===== src/rtl/sram_arbiter_pkg.sv =====
`default_nettype none
// ============================================================================
// Module   : sram_arbiter_pkg
// Brief    : Shared encodings for the SRAM arbiter FSM, owner and strobes.
// Revision : 1.0 - initial release
// ============================================================================
package sram_arbiter_pkg;

    localparam logic [0:0] c_sram_idle       = 1'b0;
    localparam logic [0:0] c_sram_busy       = 1'b1;

    localparam logic [0:0] c_sram_own_inst   = 1'b0;
    localparam logic [0:0] c_sram_own_data   = 1'b1;

    localparam logic       c_sram_strobe_off = 1'b1;
    localparam logic [3:0] c_sram_be_off     = {4{c_sram_strobe_off}};
    localparam logic [3:0] c_fetch_sel       = 4'hF;

endpackage
`default_nettype wire


===== src/rtl/sram_arbiter.sv =====
`default_nettype none
// ============================================================================
// Module   : sram_arbiter
// Brief    : Serialises fetch and data accesses onto one async SRAM, data
//            first, stalling the pipeline until both requests are served.
// Revision : 1.0 - initial release
// ============================================================================
module sram_arbiter #(
    parameter int ADDR_W      = 20,
    parameter int WAIT_CYCLES = 1
) (
    input  logic              clk,
    input  logic              rst,
    input  logic              inst_ce_i,
    input  logic [31:0]       inst_addr_i,
    output logic [31:0]       inst_data_o,
    output logic              inst_ready_o,
    input  logic              data_ce_i,
    input  logic              data_we_i,
    input  logic [3:0]        data_sel_i,
    input  logic [31:0]       data_addr_i,
    input  logic [31:0]       data_wdata_i,
    output logic [31:0]       data_rdata_o,
    output logic              data_ready_o,
    input  logic              flush_i,
    output logic              stallreq_o,
    output logic              sram_ce_n_o,
    output logic              sram_oe_n_o,
    output logic              sram_we_n_o,
    output logic [3:0]        sram_be_n_o,
    output logic [ADDR_W-1:0] sram_addr_o,
    output logic [31:0]       sram_wdata_o,
    input  logic [31:0]       sram_rdata_i
);
    import sram_arbiter_pkg::*;

    localparam int               c_cnt_w    = (WAIT_CYCLES > 0) ? $clog2(WAIT_CYCLES + 1) : 1;
    localparam logic [c_cnt_w-1:0] c_cnt_init = c_cnt_w'(WAIT_CYCLES);
    localparam logic [c_cnt_w-1:0] c_cnt_one  = c_cnt_w'(1);

    // A zero-wait write would never pulse we_n, so refuse to build it.
    if (WAIT_CYCLES < 1) begin : g_wait_check
        $error("sram_arbiter: WAIT_CYCLES must be at least 1");
    end

    logic [0:0]         r_state;
    logic [0:0]         w_state_next;
    logic [0:0]         r_owner;
    logic [c_cnt_w-1:0] r_cnt;
    logic               r_we;
    logic               r_kill;
    logic [ADDR_W-1:0]  r_addr;
    logic [3:0]         r_sel;
    logic [31:0]        r_wdata;
    logic               r_inst_done;
    logic               r_data_done;
    logic [31:0]        r_inst_data;
    logic [31:0]        r_data_rdata;

    logic w_inst_pend;
    logic w_data_pend;
    logic w_stall;
    logic w_start;
    logic w_last;
    logic w_keep;
    logic w_unused;

    assign w_inst_pend = inst_ce_i & ~r_inst_done;
    assign w_data_pend = data_ce_i & ~r_data_done;
    assign w_stall     = w_inst_pend | w_data_pend;
    assign w_start     = (r_state == c_sram_idle) & ~flush_i & w_stall;
    assign w_last      = (r_state == c_sram_busy) & (r_cnt == '0);
    // An access that saw a flush still runs its timing but reports nothing.
    assign w_keep      = w_last & ~r_kill & ~flush_i;

    assign stallreq_o   = w_stall;
    assign inst_ready_o = r_inst_done;
    assign data_ready_o = r_data_done;
    assign inst_data_o  = r_inst_data;
    assign data_rdata_o = r_data_rdata;
    assign sram_addr_o  = r_addr;
    assign sram_wdata_o = r_wdata;

    assign w_unused = ^{inst_addr_i[31:ADDR_W+2], inst_addr_i[1:0],
                        data_addr_i[31:ADDR_W+2], data_addr_i[1:0]};

    always_ff @(posedge clk or negedge rst) begin
        if (!rst) begin
            r_state <= c_sram_idle;
        end else begin
            r_state <= w_state_next;
        end
    end

    always_comb begin
        w_state_next = r_state;
        case (r_state)
            c_sram_idle: if (w_start) w_state_next = c_sram_busy;
            c_sram_busy: if (r_cnt == '0) w_state_next = c_sram_idle;
            default:     w_state_next = c_sram_idle;
        endcase
    end

    always_comb begin
        sram_ce_n_o = c_sram_strobe_off;
        sram_oe_n_o = c_sram_strobe_off;
        sram_we_n_o = c_sram_strobe_off;
        sram_be_n_o = c_sram_be_off;
        if (r_state == c_sram_busy) begin
            sram_ce_n_o = 1'b0;
            sram_be_n_o = ~r_sel;
            // Final write cycle releases we_n with address/data held.
            if (r_we) sram_we_n_o = (r_cnt == '0);
            else      sram_oe_n_o = 1'b0;
        end
    end

    always_ff @(posedge clk or negedge rst) begin
        if (!rst) begin
            r_owner      <= c_sram_own_inst;
            r_cnt        <= '0;
            r_we         <= 1'b0;
            r_kill       <= 1'b0;
            r_addr       <= '0;
            r_sel        <= '0;
            r_wdata      <= '0;
            r_inst_done  <= 1'b0;
            r_data_done  <= 1'b0;
            r_inst_data  <= '0;
            r_data_rdata <= '0;
        end else begin
            if (w_start) begin
                r_kill <= 1'b0;
                r_cnt  <= c_cnt_init;
                if (w_data_pend) begin
                    r_owner <= c_sram_own_data;
                    r_addr  <= data_addr_i[ADDR_W+1:2];
                    r_sel   <= data_sel_i;
                    r_we    <= data_we_i;
                    r_wdata <= data_wdata_i;
                end else begin
                    r_owner <= c_sram_own_inst;
                    r_addr  <= inst_addr_i[ADDR_W+1:2];
                    r_sel   <= c_fetch_sel;
                    r_we    <= 1'b0;
                end
            end else if (r_state == c_sram_busy) begin
                if (r_cnt != '0) r_cnt <= r_cnt - c_cnt_one;
                if (flush_i)     r_kill <= 1'b1;
            end

            if (!w_stall || flush_i) begin
                r_inst_done <= 1'b0;
                r_data_done <= 1'b0;
            end
            // Completion wins over the advance clear on the same edge.
            if (w_keep) begin
                if (r_owner == c_sram_own_data) begin
                    r_data_done <= 1'b1;
                    if (!r_we) r_data_rdata <= sram_rdata_i;
                end else begin
                    r_inst_done <= 1'b1;
                    r_inst_data <= sram_rdata_i;
                end
            end
        end
    end

endmodule
`default_nettype wire


===== config.mk =====
export PLATFORM = sky130hd
export DESIGN_NAME = sram_arbiter
export DESIGN_NICKNAME = d
export VERILOG_FILES = /design/src/rtl/sram_arbiter_pkg.sv /design/src/rtl/sram_arbiter.sv
export SDC_FILE = /design/constraint.sdc
export NUM_CORES = 1
export LEC_CHECK = 0
export ABC_AREA = 1
export ABC_CLOCK_PERIOD_IN_PS = 1600
export CELL_PAD_IN_SITES_DETAIL_PLACEMENT = 0
export CELL_PAD_IN_SITES_GLOBAL_PLACEMENT = 1
export CORE_MARGIN = 1
export CORE_UTILIZATION = 28
export CTS_CLUSTER_SIZE = 12
export DETAILED_ROUTE_END_ITERATION = 16
export PLACE_DENSITY_LB_ADDON = 0.08
export SLEW_MARGIN = 10
export SYNTH_ARGS = -nofsm -noshare
export SYNTH_HDL_FRONTEND = slang
export SYNTH_SLANG_ARGS = --single-unit

===== constraint.sdc =====
create_clock -name clk -period 1.6 [get_ports clk]
set_input_delay 0.24 -clock clk [delete_from_list [all_inputs] [get_ports clk]]
set_output_delay 0.24 -clock clk [all_outputs]
set_load 0.02 [all_outputs]

==> results.yml <==
timing:
  setup_viol: 0
  max_freq_ghz: 0.653
  hold_viol: 0
  rsz0062_at_grt: "false"
  layout_min_cycle_time_ns: 1.53
  finClkSkew_ns: 0.00724
  timing.slew.headroom: 0.793
  finalMaxSlewViolations: 0
  timing.hold.ws_ns: 0.281
  tightestPinTransition_ns: 0.311
  period_share: 0.958
synthesis:
  syn_inst: 631
  synth_fa_ha_area_frac: 0
  yosys_most_used_dff: "dfrtp_1"
  synth-seq-area-share: 0.594
  synth_top_area_frac: 0.594
  yosysMostFrequentCell: "nand2_1"
  yosys.area.top_type: "dfrtp_1"
  ys_warn_count: 0
  synth_top_family_by_area: "simple AND/OR/NAND/NOR gates"
  avgSynthCellArea_um2: 8.47
  synth_common_cells: "nand2_1 (292), nand3_1 (140), dfrtp_1 (127), buf_2 (18), clkbuf_1 (15)"
  synth_area_leaders: "dfrtp_1 (59%), nand2_1 (21%), nand3_1 (13%), buf_2 (1.7%), clkbuf_1 (1.1%)"
  synth-xor-area-share: 0
  muxShareOfSynthArea: 0
  synth_cell_types: 16
  synth_compound_area_frac: 0.00562
  synth_edf_count: 0
  synthArstFlopShare: 1.00
  ys_ff_latch: 127
  yosys.area_share.simple: 0.350
  synth_area_um2: 5350
  syn_nets: 769
drt:
  drt_wl_total_mm: 17.2
  vias_per_cell: 4.52
  drt_iter0_drc: 196
  wl_per_cell_um: 15.3
  final_antenna_net_count: 0
  drc_errors: 0
  num_vias: 5085
  firstDrtPassIters: 4
setup_path:
  r2r_cells: 8
  critPathKind: "flop to output port"
  start_kind: "flop"
  crit_required_ns: 1.36
  cp.arrival_ns: 1.29
  end_kind: "output port"
  cp_max_fo: 9
  r2r_start: "data_ready_o"
  crit_start: "r_state"
placement:
  port_buffers: 239
  place.gp.congestion: 0.772
  postPlaceCellArea_um2: 8160
  numPlacedInstances: 1093
  dp.final_hpwl_mm: 12.1
floorplanning:
  die_area_um2: 19700
  fp.coreArea_um2: 18700
  die_width_um: 140
  die_h_um: 140
  io-pin-count: 264
  rows: 50
  initial_core_util: 0.286
layout:
  multi_input_area_um2: 1900
  n_fill_cell: 1874
  final_cell_area_um2: 8560
  finalNetCount: 1017
  area_growth_pct: 60.1
  num_antenna_cells: 0
  finalNonFillerCells: 1125
  register_area_um2: 3180
  drive_above_1_share: 0.0932
job:
  maxCapViolations: 0
clocking:
  cts-buffers-inserted: 17
  clockBufferDepth: 2
  clk_latency_ns: 0.41
  cts_max_level: 4
  cts_tree: "yes"
  cts_setup_buffers: 0
  clk_pin_slew_ns: 0.06
  root_buffer: "clkbuf_16"
  clock_sinks: 127
run_status:
  status: "finished clean"
global_routing:
  grt_pass1_wl_mm: 28.0
  grt_pass1_vias: 5197
  grt_max_degree: 43
  grtUsageTotal: 0.184
  antenna_found_initial: 0
  gr-total-overflow: 0
power_and_ir_drop:
  peakVddDrop_v: 0.000828
  p_leak_nw: 4.60
  power.density_nw_per_um2: 1930
hold_path:
  holdCritPathClass: "primary input to asynchronous set/reset pin"
==> state kept, by name (all words and copies together), names as in the netlist, 4 cells and up <==
name and count:
data_rdata_o 32, inst_data_o 32, sram_wdata_o 32, sram_addr_o 20, r_sel 4
==> cells by family (layout without fill, tap and decap cells) <==
logic type / after synthesis / count (layout)
and+or+nand+nor: 444 / 444
DFF: 127 / 127
buffers and inverters: 54 / 314
AOI/OAI and AO/OA: 6 / 6
==> power by group <==
part / switching (W) / internal (W) / leakage (nW) / total (W)
logic: 0.00456 / 0.00269 / 2.73 / 0.00725
clock network: 0.00147 / 0.00228 / 0.271 / 0.00375
registers: 0.000769 / 0.00473 / 1.60 / 0.00550
total: 0.00680 / 0.00970 / 4.60 / 0.0165
==> through the flow <==
| stage | total power [W] | setup TNS [ns] | utilization | worst slack [ns] |
|---|---|---|---|---|
| final | 0.0165 | 0 | 0.458 | 0.0677 |
| after global routing | 0.0176 | 0 | 0.458 | 0.00124 |
| after CTS | 0.0168 | 0 | 0.459 | 0.0146 |
| after detailed placement | 0.0140 | -7.06 | 0.436 | -0.176 |
| after global placement | 0.0139 | -5.43 | 0.436 | -0.143 |
| after floorplan | 0.00954 | 0 | - | 0.285 |
==> path summary, 6_finish.rpt <==
kind	slack, ns	endpoint
max in group asynchronous	0.80	data_rdata_o[31]
setup reg to reg	0.13	sram_addr_o[5]
min in group clk	0.38	sram_wdata_o[4]
hold reg to reg	0.46	inst_data_o[9]
hold / removal	0.28	sram_addr_o[13]
setup / recovery	0.07	sram_be_n_o[0]
==> critical path, cell delays in order (launching register included) <==
cell and delay, ns:
dfrtp_1 0.38, buf_4 0.18, nand2_1 0.06, clkdlybuf4s15_2 0.27
==> what timing repair did <==
action,4_1_cts,5_1_grt
hold endpoints to repair,24,0
endpoints found under the setup margin,126,5
hold buffers,1,0
pin swaps,0,0
resized for setup,141,9
==> cells in the final DEF, fill, tap and decap left out, types with 2 or more instances in the layout <==
| master | n |
|---|---|
| clkinv_2 | 4 |
| inv_1 | 8 |
| clkdlybuf4s15_2 | 2 |
| dlygate4sd2_1 | 118 |
| clkdlybuf4s50_1 | 112 |
| clkinv_4 | 3 |
| buf_2 | 5 |
| nor2_2 | 2 |
| clkbuf_16 | 17 |
| nand2_1 | 292 |
| nor2_4 | 2 |
| bufinv_16 | 2 |
| buf_4 | 22 |
| a21oi_1 | 4 |
| inv_2 | 4 |
| nand3_1 | 140 |
| dfrtp_1 | 127 |
| nand2_2 | 3 |
| clkinvlp_4 | 4 |
| o21ai_0 | 2 |
| nor2_1 | 4 |
| buf_12 | 9 |
==> cell type report <==
cell class                 count  area share
multi-input combinational    450       0.222
timing repair buffer         271       0.301
sequential                   127       0.371
clock buffer                  17      0.0497
tap                          234      0.0342
clock inverter                14      0.0170
inverter                      12     0.00526
==> per-layer routing <==
metal / GRT usage / wire length [um] / vias to the layer above
met2: 0.287 / 7800 / 174
met4: 0.0671 / 277 / 0
met3: 0.0561 / 1220 / 19
li1: - / - / 2518
met1: 0.240 / 7870 / 2374
met5: 0 / 0 / -
Power figures use the tool's default switching activity.
